### src/rtl/fetch_pkg.sv
// rtl/fetch_pkg.sv - shared types and constants for the instruction fetch stage
// Contents: fetch_state_t FSM encoding, NOP filler word, instruction stride and
// counter width. No ports.
package fetch_pkg;

  typedef enum logic [2:0] {
    ST_BOOT,   // one idle cycle after reset
    ST_FETCH,  // issue request at pc
    ST_WAIT,   // request outstanding, memory not yet ready
    ST_DRAIN,  // request outstanding but its response is unwanted (redirected)
    ST_HELD    // response parked in skid buffer while IF/ID is stalled
  } fetch_state_t;

  localparam logic [31:0] NOP        = 32'h00000013;  // addi x0, x0, 0
  localparam logic [31:0] INSN_BYTES = 32'd4;
  localparam int          CNT_W      = 32;

endpackage

### src/rtl/fetch_perf_counter.sv
// rtl/fetch_perf_counter.sv - stall and flush event counters for the fetch stage
// Ports:
//   clk, rst          clock, synchronous active-high reset
//   stall_event       1 = IF/ID held with a valid instruction this cycle
//   flush_event       1 = redirect seen this cycle
//   stall_cycles      free-running count of stall_event cycles (wraps)
//   flush_count       free-running count of flush_event cycles (wraps)
module fetch_perf_counter
  import fetch_pkg::*;
(
  input  logic             clk,
  input  logic             rst,
  input  logic             stall_event,
  input  logic             flush_event,
  output logic [CNT_W-1:0] stall_cycles,
  output logic [CNT_W-1:0] flush_count
);

  always_ff @(posedge clk) begin
    if (rst) begin
      stall_cycles <= '0;
      flush_count  <= '0;
    end else begin
      if (stall_event) stall_cycles <= stall_cycles + 1'b1;
      if (flush_event) flush_count  <= flush_count + 1'b1;
    end
  end

endmodule

### src/rtl/fetch_controller.sv
// rtl/fetch_controller.sv - instruction fetch FSM with IF/ID register and skid buffer
// Optional feature macro: FETCH_PERF_CNT_EN (adds stall_cycles / flush_count).
// Ports:
//   clk, rst                   clock, synchronous active-high reset
//   branch_taken, branch_target redirect request and address from EX/MEM
//   stall                      hazard hold for IF/ID
//   imem_ready, imem_rdata     instruction memory response
//   imem_req, imem_addr        instruction memory request
//   if_id_valid/npc/ir         registered IF/ID contents
//   stall_cycles, flush_count  performance counters (FETCH_PERF_CNT_EN only)
module fetch_controller
  import fetch_pkg::*;
#(
  parameter logic [31:0] RESET_PC = 32'h00000000
) (
  input  logic        clk,
  input  logic        rst,
  input  logic        branch_taken,
  input  logic [31:0] branch_target,
  input  logic        stall,
  input  logic        imem_ready,
  input  logic [31:0] imem_rdata,
  output logic        imem_req,
  output logic [31:0] imem_addr,
  output logic        if_id_valid,
  output logic [31:0] if_id_npc,
  output logic [31:0] if_id_ir
`ifdef FETCH_PERF_CNT_EN
  ,
  output logic [31:0] stall_cycles,
  output logic [31:0] flush_count
`endif
);

  fetch_state_t state, state_next;
  logic [31:0]  pc;
  logic [31:0]  req_addr;    // address of the request held across WAIT/DRAIN
  logic         skid_valid;
  logic [31:0]  skid_ir;
  logic [31:0]  skid_npc;
  logic         capture;
  logic         skid_write;
  logic         skid_release;

  // State register
  always_ff @(posedge clk) begin
    if (rst) state <= ST_BOOT;
    else     state <= state_next;
  end

  // Next-state logic; a redirect never leaves an accepted request dangling,
  // so an unanswered outstanding request is drained before refetching.
  always_comb begin
    state_next = state;
    case (state)
      ST_BOOT:  state_next = ST_FETCH;
      ST_FETCH: begin
        if (!branch_taken && !stall && !imem_ready) state_next = ST_WAIT;
        else                                        state_next = ST_FETCH;
      end
      ST_WAIT: begin
        if (branch_taken)    state_next = imem_ready ? ST_FETCH : ST_DRAIN;
        else if (imem_ready) state_next = stall ? ST_HELD : ST_FETCH;
        else                 state_next = ST_WAIT;
      end
      ST_DRAIN: state_next = imem_ready ? ST_FETCH : ST_DRAIN;
      ST_HELD: begin
        if (branch_taken || !stall) state_next = ST_FETCH;
        else                        state_next = ST_HELD;
      end
      default:  state_next = ST_BOOT;
    endcase
  end

  // Output / datapath-strobe logic; redirect suppresses every data movement
  always_comb begin
    imem_req     = 1'b0;
    imem_addr    = pc;
    capture      = 1'b0;
    skid_write   = 1'b0;
    skid_release = 1'b0;
    case (state)
      ST_FETCH: begin
        imem_req = !stall;
        capture  = !stall && imem_ready && !branch_taken;
      end
      ST_WAIT: begin
        imem_req   = 1'b1;
        imem_addr  = req_addr;
        capture    = imem_ready && !stall && !branch_taken;
        skid_write = imem_ready && stall && !branch_taken;
      end
      ST_DRAIN: begin
        imem_req  = 1'b1;
        imem_addr = req_addr;
      end
      ST_HELD:  skid_release = !stall && !branch_taken;
      default:  ;
    endcase
  end

  // PC, IF/ID register and skid buffer
  always_ff @(posedge clk) begin
    if (rst) begin
      pc          <= RESET_PC;
      req_addr    <= RESET_PC;
      if_id_valid <= 1'b0;
      if_id_npc   <= '0;
      if_id_ir    <= NOP;
      skid_valid  <= 1'b0;
      skid_ir     <= NOP;
      skid_npc    <= '0;
    end else begin
      if (state == ST_FETCH) req_addr <= pc;
      if (branch_taken) begin
        pc          <= branch_target;
        if_id_valid <= 1'b0;
        if_id_npc   <= '0;
        if_id_ir    <= NOP;
        skid_valid  <= 1'b0;
      end else if (capture) begin
        if_id_ir    <= imem_rdata;
        if_id_npc   <= imem_addr + INSN_BYTES;
        if_id_valid <= 1'b1;
        pc          <= pc + INSN_BYTES;
      end else if (skid_write) begin
        // pc advances now so fetch resumes past the parked instruction
        skid_ir     <= imem_rdata;
        skid_npc    <= imem_addr + INSN_BYTES;
        skid_valid  <= 1'b1;
        pc          <= pc + INSN_BYTES;
      end else if (skid_release) begin
        if_id_ir    <= skid_ir;
        if_id_npc   <= skid_npc;
        if_id_valid <= skid_valid;
        skid_valid  <= 1'b0;
      end
    end
  end

`ifdef FETCH_PERF_CNT_EN
  fetch_perf_counter u_perf (
    .clk          (clk),
    .rst          (rst),
    .stall_event  (stall && if_id_valid),
    .flush_event  (branch_taken),
    .stall_cycles (stall_cycles),
    .flush_count  (flush_count)
  );
`endif

endmodule

### config.mk
export PLATFORM = sky130hd
export DESIGN_NAME = fetch_controller
export DESIGN_NICKNAME = d
export VERILOG_FILES = /design/src/rtl/fetch_pkg.sv /design/src/rtl/fetch_perf_counter.sv /design/src/rtl/fetch_controller.sv
export SDC_FILE = /design/constraint.sdc
export NUM_CORES = 1
export LEC_CHECK = 0
export ABC_AREA = 1
export CORE_ASPECT_RATIO = 0.9
export CORE_MARGIN = 10
export CORE_UTILIZATION = 45
export DETAILED_ROUTE_END_ITERATION = 12
export DONT_BUFFER_PORTS = 1
export GPL_ROUTABILITY_DRIVEN = 0
export GPL_TIMING_DRIVEN = 1
export PLACE_DENSITY = 0.63
export SYNTH_ARGS = -nofsm -noshare
export SYNTH_HDL_FRONTEND = slang
export SYNTH_SLANG_ARGS = --single-unit
### constraint.sdc
create_clock -name clk -period 2.8 [get_ports clk]
set_input_delay 0.14 -clock clk [delete_from_list [all_inputs] [get_ports clk]]
set_output_delay 0.14 -clock clk [all_outputs]
set_load 0.05 [all_outputs]
==> key figures, run 1 <==
Die
  – Row count: 52
  – Die Width: about 180 um
  – IO Pins: 167
  – Std-Cell Core Area: 22600 sq um
  – Die area: 29700 sq um
  – Die Y: 164 um
  – Starting Density: 0.460

Timing
  – Fmax: approximately 390 MHz
  – Post-layout min period: approximately 2.5 ns
  – RSZ-0062 raised after global routing: false
  – Final Hold Fails: 0
  – Slew at the pin closest to its max-slew limit: approximately 0.73 ns
  – Final-report setup violation count: 0
  – Final slew viol count: 0
  – Period utilisation layout: 0.906
  – Setup_tns: 0 ns
  – Clock skew: around 0.016 ns
  – Max_slew headroom: 0.513

GRT
  – Vias in the first global route: 9813
  – Initial antenna violation count: 0
  – Remaining global-route overflow: 0
  – GRT Util Overall: 0.226
  – First-pass GRT wire length: approximately 55 mm
  – Largest net degree at the start of global routing: 77

Clocking
  – CTS root buf: clkbuf_16
  – # H-tree levels: 4
  – CTS clk-pin slew, worst paths: 0.09 ns
  – Total setup buffers inserted after CTS: 0
  – Cts bufs inserted: 17
  – CTS tree: yes
  – Longest Clk Path Bufs: 2
  – Clk sink count: 197
  – Worst skew pair latency: around 0.45 ns

Routing
  – Routed length per placed instance: ~18 um
  – Routed via count: ~11000
  – WL final: roughly 35 mm
  – Starting DRT DRC Count: between 1000 and 1500
  – Number of routed nets with antenna violations: 0
  – Routed vias/inst: roughly 5.4
  – DRT Pass-1 Iters: 5
  – # DRC: 0

Pwr
  – P_sw: roughly 2.1 mW
  – Switch share: 0.322
  – P_int: 4.41 mW
  – Peak supply drop: 0.391 mV
  – P_leak: about 4.8 nW
  – Combinational Power Share: 0.130
  – Clock share of power: 0.412
  – Flop pwr share: 0.458
  – PwrDens: about 540 nW/um^2
  – Total Power: around 6.5 mW

Logic synthesis
  – Top FF cell, synth: dfxtp_1
  – Netlist cell types: 47
  – Syn nets: around 1700
  – Sequential area share after synthesis: 0.378
  – Flops & latches, synth: about 200
  – Post-Syn Area: around 10000 sq um
  – Synth top area share: 0.378
  – Synthesized netlist cell count: about 1600
  – Yosys top cell by area: dfxtp_1
  – Synth Area per Inst: between 6 and 7 sq um
  – Most area-consuming cells after synthesis: dfxtp_1 (38%), nand2_1 (16%), nor2_1 (6.3%)
  – Syn. warnings: 0
  – Asr flop ratio synth: 0
  – Number of synthesized flops with an enable pin: 0

Placement
  – Detailed Place HPWL: 24.0 mm
  – Area post-placement: 10800 sq um
  – Port bufs: 0

Layout
  – Fill count: between 2000 and 2500
  – Final net count: about 1700
  – Layout cells sized above 1: 0.0963
  – Fin area: around 12000 sq um
  – Diode count: 0
  – Syn-to-layout area delta: 16.7%

Setup path
  – Endpoint class of the critical path: flop
  – CP arrival: between 2 and 3 ns
  – Crit-path max FO: 42
  – Required @ worst endpoint: ~3.2 ns
  – Crit start category: flop
  – Type of the worst setup path: flop to flop

Status
  – Status: finished clean

Worst hold path
  – Worst Hold Class: input pin to flop

Flow run
  – Max cap viols: 0
==> placed cells by master, fill, tap and decap left out, drive strengths merged, types with 6 or more instances in the layout <==
cell         instances
nand3              111
xor2                16
dfxtp              197
a31oi               34
a221oi               6
a21oi              111
o211ai              18
nor3                 9
inv                176
clkinv               8
nand4               16
clkbuf              17
nand2              481
o21ai              130
dlygate4sd3         66
nor2               194
buf                 59
==> flip-flops by register name, summed over array words and instances (netlist names) <==
name / count
if_id_ir: 32
if_id_npc: 32
if_id_valid: 1
pc: 32
req_addr: 32
skid_ir: 32
skid_npc: 32
skid_valid: 1
state: 3
==> per-stage QoR <==
stage               setup slack, ns  hold slack (ns)   util  instances
floorplan                     0.410            0.219      -       1608
global placement              0.365            0.222  0.478       1869
detailed placement            0.327            0.223  0.478       1869
CTS                           0.285          0.00381  0.537       1968
global route                 0.0618           0.0342  0.537       1968
finish                        0.263           0.0158  0.537       1968
==> logic make-up after synthesis <==
family	count (synthesis)	share of synthesized area
compound gates	311	0.165
xor+xnor	17	0.0150
fa+ha+maj	2	0.00240
buf+inv	263	0.103
flops	197	0.378
simple gates	818	0.336
==> power groups by stage <==
| stage | logic, mW | clock network (mW) | registers, mW |
|---|---|---|---|
| global placement | 0.727 | 0 | 3.05 |
| global route | 0.921 | 2.82 | 2.99 |
| CTS | 0.841 | 2.72 | 2.98 |
| finish | 0.848 | 2.68 | 2.98 |
| floorplan | 0.552 | 0 | 3.01 |
| detailed placement | 0.732 | 0 | 3.05 |
==> repair_timing <==
action,CTS,global route
gates resized for setup,0,0
endpoints found under the hold margin,134,0
endpoints found under the setup margin,0,0
hold buffers,67,0
==> Yosys cell counts (2+ instances only) <==
| cell type | n |
|---|---|
| a211oi_1 | 2 |
| a21oi_1 | 109 |
| a21oi_2 | 2 |
| a221oi_1 | 6 |
| a22o_1 | 2 |
| a311oi_1 | 2 |
| a31oi_1 | 34 |
| buf_1 | 4 |
| buf_2 | 22 |
| buf_4 | 2 |
| buf_6 | 5 |
| clkbuf_1 | 60 |
| dfxtp_1 | 197 |
| ha_1 | 2 |
| inv_1 | 161 |
| inv_2 | 6 |
| nand2_1 | 455 |
| nand2_2 | 22 |
| nand2_4 | 3 |
| nand3_1 | 105 |
| nand3_2 | 6 |
| nand3b_1 | 3 |
| nand4_1 | 16 |
| nor2_1 | 174 |
| nor2_2 | 13 |
| nor2_4 | 7 |
| nor3_1 | 8 |
| o211ai_1 | 18 |
| o21ai_0 | 114 |
| o21ai_1 | 13 |
| o21ai_2 | 3 |
| o22ai_1 | 2 |
| or2_2 | 2 |
| xor2_1 | 15 |
==> metal layers <==
layer,GRT usage,routed length [um],up-vias
met3,0.0650,3120,42
met1,0.294,15200,4956
li1,-,-,5261
met4,0.0622,542,0
met2,0.358,15800,393
met5,0,0,-
==> cell type report <==
class	instances	area (sq um)	share of cell area
tap	297	372	0.0306
timing repair buffer	125	1150	0.0944
multi-input combinational	1148	5410	0.445
inverter	169	637	0.0524
sequential	197	3940	0.324
clock inverter	15	228	0.0187
clock buffer	17	425	0.0350
==> critical path: stages (launching register included) <==
cell	delay, ns
dfxtp_1	0.39
inv_4	0.11
buf_4	0.40
nand3_1	0.15
nand2_2	0.12
buf_4	0.23
nand2_1	0.12
nor2_4	0.21
nand2_2	0.12
nor2_4	0.18
nand3_1	0.09
nand2_1	0.13
nand2_1	0.08
a21oi_2	0.14
==> final timing paths <==
kind / start / endpoint / slack, ns / cells after the start
worst min-delay path: branch_taken / if_id_ir[0] / 0.02 / 3
worst min register to register: skid_npc[0] / skid_npc[0] / 0.46 / 2
worst max register to register: state[2] / if_id_npc[31] / 0.26 / 13
worst max-delay path: state[2] / if_id_npc[31] / 0.26 / 13
No activity file was read; power rests on OpenSTA's default activity.
==> run 2, diff against run 1 <==
- clock period: 2.8 -> 2.75 ns (I/O delays scaled with it)
==> run 2 against run 1 <==
Against the previous run: critical path depth increased by 1; worst setup slack worse by 0.064 ns; clock power is 1% higher; largest cell class unchanged.
==> key figures, run 2 (synthesis results as in run 1) <==
Status
  – Status: finished clean

Placement
  – Port bufs: 0
  – Area post-placement: approximately 11000 sq um
  – Detailed Place HPWL: between 20 and 25 mm

Routing
  – Routed via count: 10609
  – Routed length per placed instance: between 15 and 20 um
  – DRT Pass-1 Iters: 5
  – Number of routed nets with antenna violations: 0
  – Routed vias/inst: 5.40
  – # DRC: 0
  – WL final: around 35 mm
  – Starting DRT DRC Count: between 1000 and 1500

Timing
  – Clock skew: roughly 0.015 ns
  – Final Hold Fails: 0
  – Slew at the pin closest to its max-slew limit: roughly 0.72 ns
  – Final slew viol count: 0
  – Max_slew headroom: 0.520
  – WHS: approximately 0.017 ns
  – Post-layout min period: between 2 and 3 ns
  – Final-report setup violation count: 0
  – Setup_tns: 0 ns
  – Period utilisation layout: 0.928
  – RSZ-0062 raised after global routing: false
  – Fmax: about 400 MHz

GRT
  – Remaining global-route overflow: 0
  – First-pass GRT wire length: about 55 mm
  – Vias in the first global route: a little under 10000
  – Initial antenna violation count: 0
  – Largest net degree at the start of global routing: 77
  – GRT Util Overall: 0.226

Setup path
  – Critical path's largest stage delay: 0.46 ns
  – Endpoint class of the critical path: flop
  – Required @ worst endpoint: 3.09 ns
  – Crit-path max FO: 47
  – CP arrival: roughly 2.9 ns
  – Slowest-stage cell, CP: dfxtp_1
  – Crit-path most repeated cell: nand2_1
  – Worst path bufs/invs: 3
  – Crit start category: flop
  – Type of the worst setup path: flop to flop
  – Family with the most delay on the worst path: simple AND/OR/NAND/NOR gates
  – Critical-path cell list: inv_4, nand2_8, buf_4, nand2_1, nand2_2, nand2_1, nor2_1, nand2_1, nor2_1, nand2_1, nand2_1, nand2_1, o21ai_1, inv_1

Pwr
  – Switch share: 0.322
  – Clock share of power: 0.411
  – P_sw: 2.13 mW
  – P_leak: between 4 and 5 nW
  – Total Power: around 6.6 mW
  – P_int: 4.48 mW
  – Peak supply drop: between 0.3 and 0.4 mV
  – Combinational Power Share: 0.130
  – PwrDens: around 550 nW/um^2
  – Flop pwr share: 0.459

Clocking
  – CTS clk-pin slew, worst paths: around 0.09 ns
  – CTS tree: yes
  – Worst skew pair latency: 0.45 ns
  – # H-tree levels: 4
  – Clk sink count: roughly 200
  – Longest Clk Path Bufs: 2
  – Cts bufs inserted: 17
  – CTS root buf: clkbuf_16
  – Total setup buffers inserted after CTS: 0

Flow run
  – Max cap viols: 0

Layout
  – Diode count: 0
  – Commonest non-fill, non-tap cell in the layout: nand2_1
  – Layout cells sized above 1: 0.0965
  – Commonest cells after routing, fill and taps aside: nand2_1 (455), dfxtp_1 (197), nor2_1 (174)
  – Syn-to-layout area delta: 16.3%
  – Fill count: about 2300
  – Fin area: around 12000 sq um
  – Final net count: about 1700

Die
  – IO Pins: 167
  – Die area: 29700 sq um
  – Std-Cell Core Area: between 20000 and 25000 sq um
  – Starting Density: 0.460
  – Die Y: approximately 160 um
  – Row count: 52
  – Die Width: roughly 180 um

Worst hold path
  – Worst Hold Class: input pin to flop
## run 2: changes by cell type in the layout (fill, tap and decap cells not counted), sizes merged
cell	previous run	this run
dlygate4sd3	66	63
## run 2: what timing repair did
| action | 4_1_cts | 5_1_grt |
|---|---|---|
| hold buffers | 64 | 0 |
| hold endpoints to repair | 133 | 0 |
| resized for setup | 0 | 0 |
## run 2: path summary, 6_finish.rpt
kind / from / to / slack (ns) / cells after the start
worst min-delay path: rst / if_id_ir[1] / 0.02 / 3
worst min register to register: skid_npc[0] / skid_npc[0] / 0.45 / 2
worst max-delay path: state[2] / skid_npc[27] / 0.20 / 14
worst max register to register: state[2] / skid_npc[27] / 0.20 / 14
## run 2: layout make-up
class | count | area [sq um] | share of cell area
well taps | 297 | 372 | 0.0306
inverters | 169 | 637 | 0.0525
flip-flops and latches | 197 | 3940 | 0.325
clock buffers | 17 | 425 | 0.0351
multi-input cells | 1148 | 5410 | 0.446
repair buffers | 122 | 1120 | 0.0922
clock inverters | 15 | 221 | 0.0183
## run 2: stage by stage
step / util / instances / setup WS (ns)
after global routing: 0.536 / 1965 / 0.00658
after CTS: 0.536 / 1965 / 0.283
after global placement: 0.478 / 1869 / 0.366
after floorplan: - / 1608 / 0.360
after detailed placement: 0.478 / 1869 / 0.316
final: 0.536 / 1965 / 0.199
## run 2: routing by layer
metal | vias up | GRT usage | wire, um
met4 | 2 | 0.0648 | 735
met5 | - | 0.0183 | 79
met3 | 48 | 0.0713 | 3490
met2 | 448 | 0.356 | 15600
met1 | 4845 | 0.290 | 14600
li1 | 5266 | - | -
## run 2: power groups by stage
stage / sequential, mW / combinational, mW / clock [mW]
after detailed placement: 3.10 / 0.746 / 0
after CTS: 3.03 / 0.854 / 2.76
after global routing: 3.05 / 0.933 / 2.86
final: 3.04 / 0.858 / 2.72
after global placement: 3.10 / 0.741 / 0
after floorplan: 3.06 / 0.562 / 0
## run 2: worst min-delay path: cells and delay by family
kind / cells / cell delay, ns
buffers and inverters: 1 / 0.18
and+or+nand+nor: 2 / 0.12
==> run 3, diff against run 2 <==
- CORE_UTILIZATION: 45 -> 60
- CTS_CLUSTER_SIZE: unset -> 8
- PLACE_DENSITY: 0.63 -> 0.79
==> run 3 against run 2 <==
Against the previous run: clock skew about the same; first-iteration DRC count increased by 1.1%; non-clock buffer count decreased by 3; worst setup slack improved by 0.061 ns; highest routed layer is now met4.
==> key figures, run 3 (synthesis results as in run 1) <==
Pwr
  – P_leak: roughly 4.8 nW
  – Peak supply drop: 0.521 mV
  – PwrDens: roughly 550 nW/um^2

Clocking
  – Worst skew pair latency: ~0.45 ns
  – CTS tree: yes
  – # H-tree levels: 4
  – Clk sink count: 197
  – CTS root buf: clkbuf_16
  – Longest Clk Path Bufs: 2
  – CTS clk-pin slew, worst paths: about 0.090 ns
  – Cts bufs inserted: 17

Layout
  – Layout cells sized above 1: 0.0943
  – Syn-to-layout area delta: 15.5%
  – Final net count: around 1700
  – Commonest cells after routing, fill and taps aside: nand2_1 (455), dfxtp_1 (197), nor2_1 (174)
  – Final non-filler cell total: 1900
  – Commonest non-fill, non-tap cell in the layout: nand2_1
  – Diode count: 0

Routing
  – WL final: 34.0 mm
  – Starting DRT DRC Count: ~1200
  – WL met3: just over 4 mm
  – DRT Pass-1 Iters: 6
  – Routed vias/inst: 5.83
  – Routed length per placed instance: ~18 um
  – Number of routed nets with antenna violations: 0
  – Routed via count: about 11000
  – Highest routed layer: met4
  – DR WL met2: about 15 mm
  – M1 WL: 13.6 mm
  – # DRC: 0

Timing
  – Fmax: 402 MHz
  – Period utilisation layout: 0.905
  – RSZ-0062 raised after global routing: false
  – Slew at the pin closest to its max-slew limit: 0.731 ns
  – Final-report setup violation count: 0
  – Clock skew: approximately 0.014 ns
  – Final slew viol count: 0
  – Post-layout min period: about 2.5 ns
  – Setup_tns: 0 ns
  – Final Hold Fails: 0
  – Max_slew headroom: 0.511

Setup path
  – Critical-path cell list: inv_2, nand2_1, nand2_1, nand3_2, nand3_2, inv_2, a21oi_1, o21ai_0, nor2_1
  – Worst r2r src: state[1]
  – Crit start category: flop
  – CP arrival: around 2.8 ns
  – Worst path bufs/invs: 2
  – Endpoint class of the critical path: flop
  – Family with the most delay on the worst path: simple AND/OR/NAND/NOR gates
  – Crit-path max FO: 27
  – Slowest-stage cell, CP: dfxtp_1
  – Type of the worst setup path: flop to flop
  – Flop-to-flop setup slack: between 0.2 and 0.3 ns
  – Required @ worst endpoint: 3.09 ns
  – Register-to-Register Path Depth: 9
  – Reg2Reg Capture Point: pc[19]
  – Critical path's largest stage delay: approximately 0.57 ns

GRT
  – GRT Util Overall: 0.283
  – Remaining global-route overflow: 0
  – First-pass GRT wire length: approximately 54 mm
  – Initial antenna violation count: 0
  – Vias in the first global route: around 10000
  – Largest net degree at the start of global routing: 66

Placement
  – Detailed Place HPWL: around 23 mm
  – Port bufs: 0
  – Post-Place Cells: 1803

Status
  – Status: finished clean

Worst hold path
  – Worst Hold Class: input pin to flop
  – Worst hold stages: 3
  – Sink of the worst hold path: if_id_ir[1]
  – Hold path start: branch_taken

Flow run
  – Max cap viols: 0

Die
  – Std-Cell Core Area: about 17000 sq um
  – IO Pins: roughly 170
  – Die Y: 145 um
  – Die Width: ~160 um
  – Row count: 45
  – Starting Density: 0.615
  – Die area: 23100 sq um
-- run 3: cell types whose count changed in the layout (fill, tap and decap cells not counted) --
cell and change:
buf_12 +1, inv_12 +1, inv_1 +1, clkinv_1 -1, dlygate4sd3_1 +1, buf_4 -5, inv_6 -2, clkinv_8 -2
inv_8 +3
-- run 3: layout make-up --
class                   instances  area [sq um]
clock buffers                  17           425
clock inverters                15           221
fillers                      1398          4910
inverters                     169           637
multi-input cells            1148          5410
flip-flops and latches        197          3940
well taps                     235           294
repair buffers                119          1110
-- run 3: worst max path at each step --
stage	start	to	slack, ns	cells past startpoint
2_1_floorplan	state[2]	if_id_npc[1]	0.36	7
3_3_place_gp	state[1]	pc[19]	0.38	9
3_5_place_dp	state[1]	pc[19]	0.35	9
4_1_cts	state[1]	imem_addr[0]	0.31	6
5_1_grt	state[1]	pc[19]	0.03	9
6_report	state[1]	pc[19]	0.26	9
-- run 3: timing repair --
item,in CTS,in global routing
hold endpoints to repair,137,0
setup buffers,0,0
resized for setup,0,0
hold buffers,65,0
-- run 3: metal layers --
metal  GRT usage  up-vias
met5           0        -
met4       0.107        0
li1            -     5267
met1       0.350     5103
met2       0.436      611
met3       0.107       88
-- run 3: where the power goes --
group	internal, mW	switching [mW]
combinational	0.267	0.584
sequential	2.93	0.118
clock	1.30	1.40
total	4.49	2.11
-- run 3: worst register-to-register path, stage by stage (launching register included) --
cell	delay (ns)
dfxtp_1	0.57
inv_2	0.20
nand2_1	0.13
nand2_1	0.06
nand3_2	0.20
nand3_2	0.38
inv_2	0.53
a21oi_1	0.09
o21ai_0	0.17
nor2_1	0.06
-- run 3: stage by stage --
step	area [sq um]	setup WS (ns)	utilization	hold slack (ns)	total power, mW
final	12000	0.260	0.711	0.00693	6.60
after global routing	12000	0.0323	0.711	0.00415	6.81
after CTS	12000	0.311	0.711	0.00121	6.59
after detailed placement	10700	0.345	0.633	0.219	3.83
after global placement	10700	0.383	0.633	0.220	3.82
after floorplan	10400	0.360	-	0.217	3.62
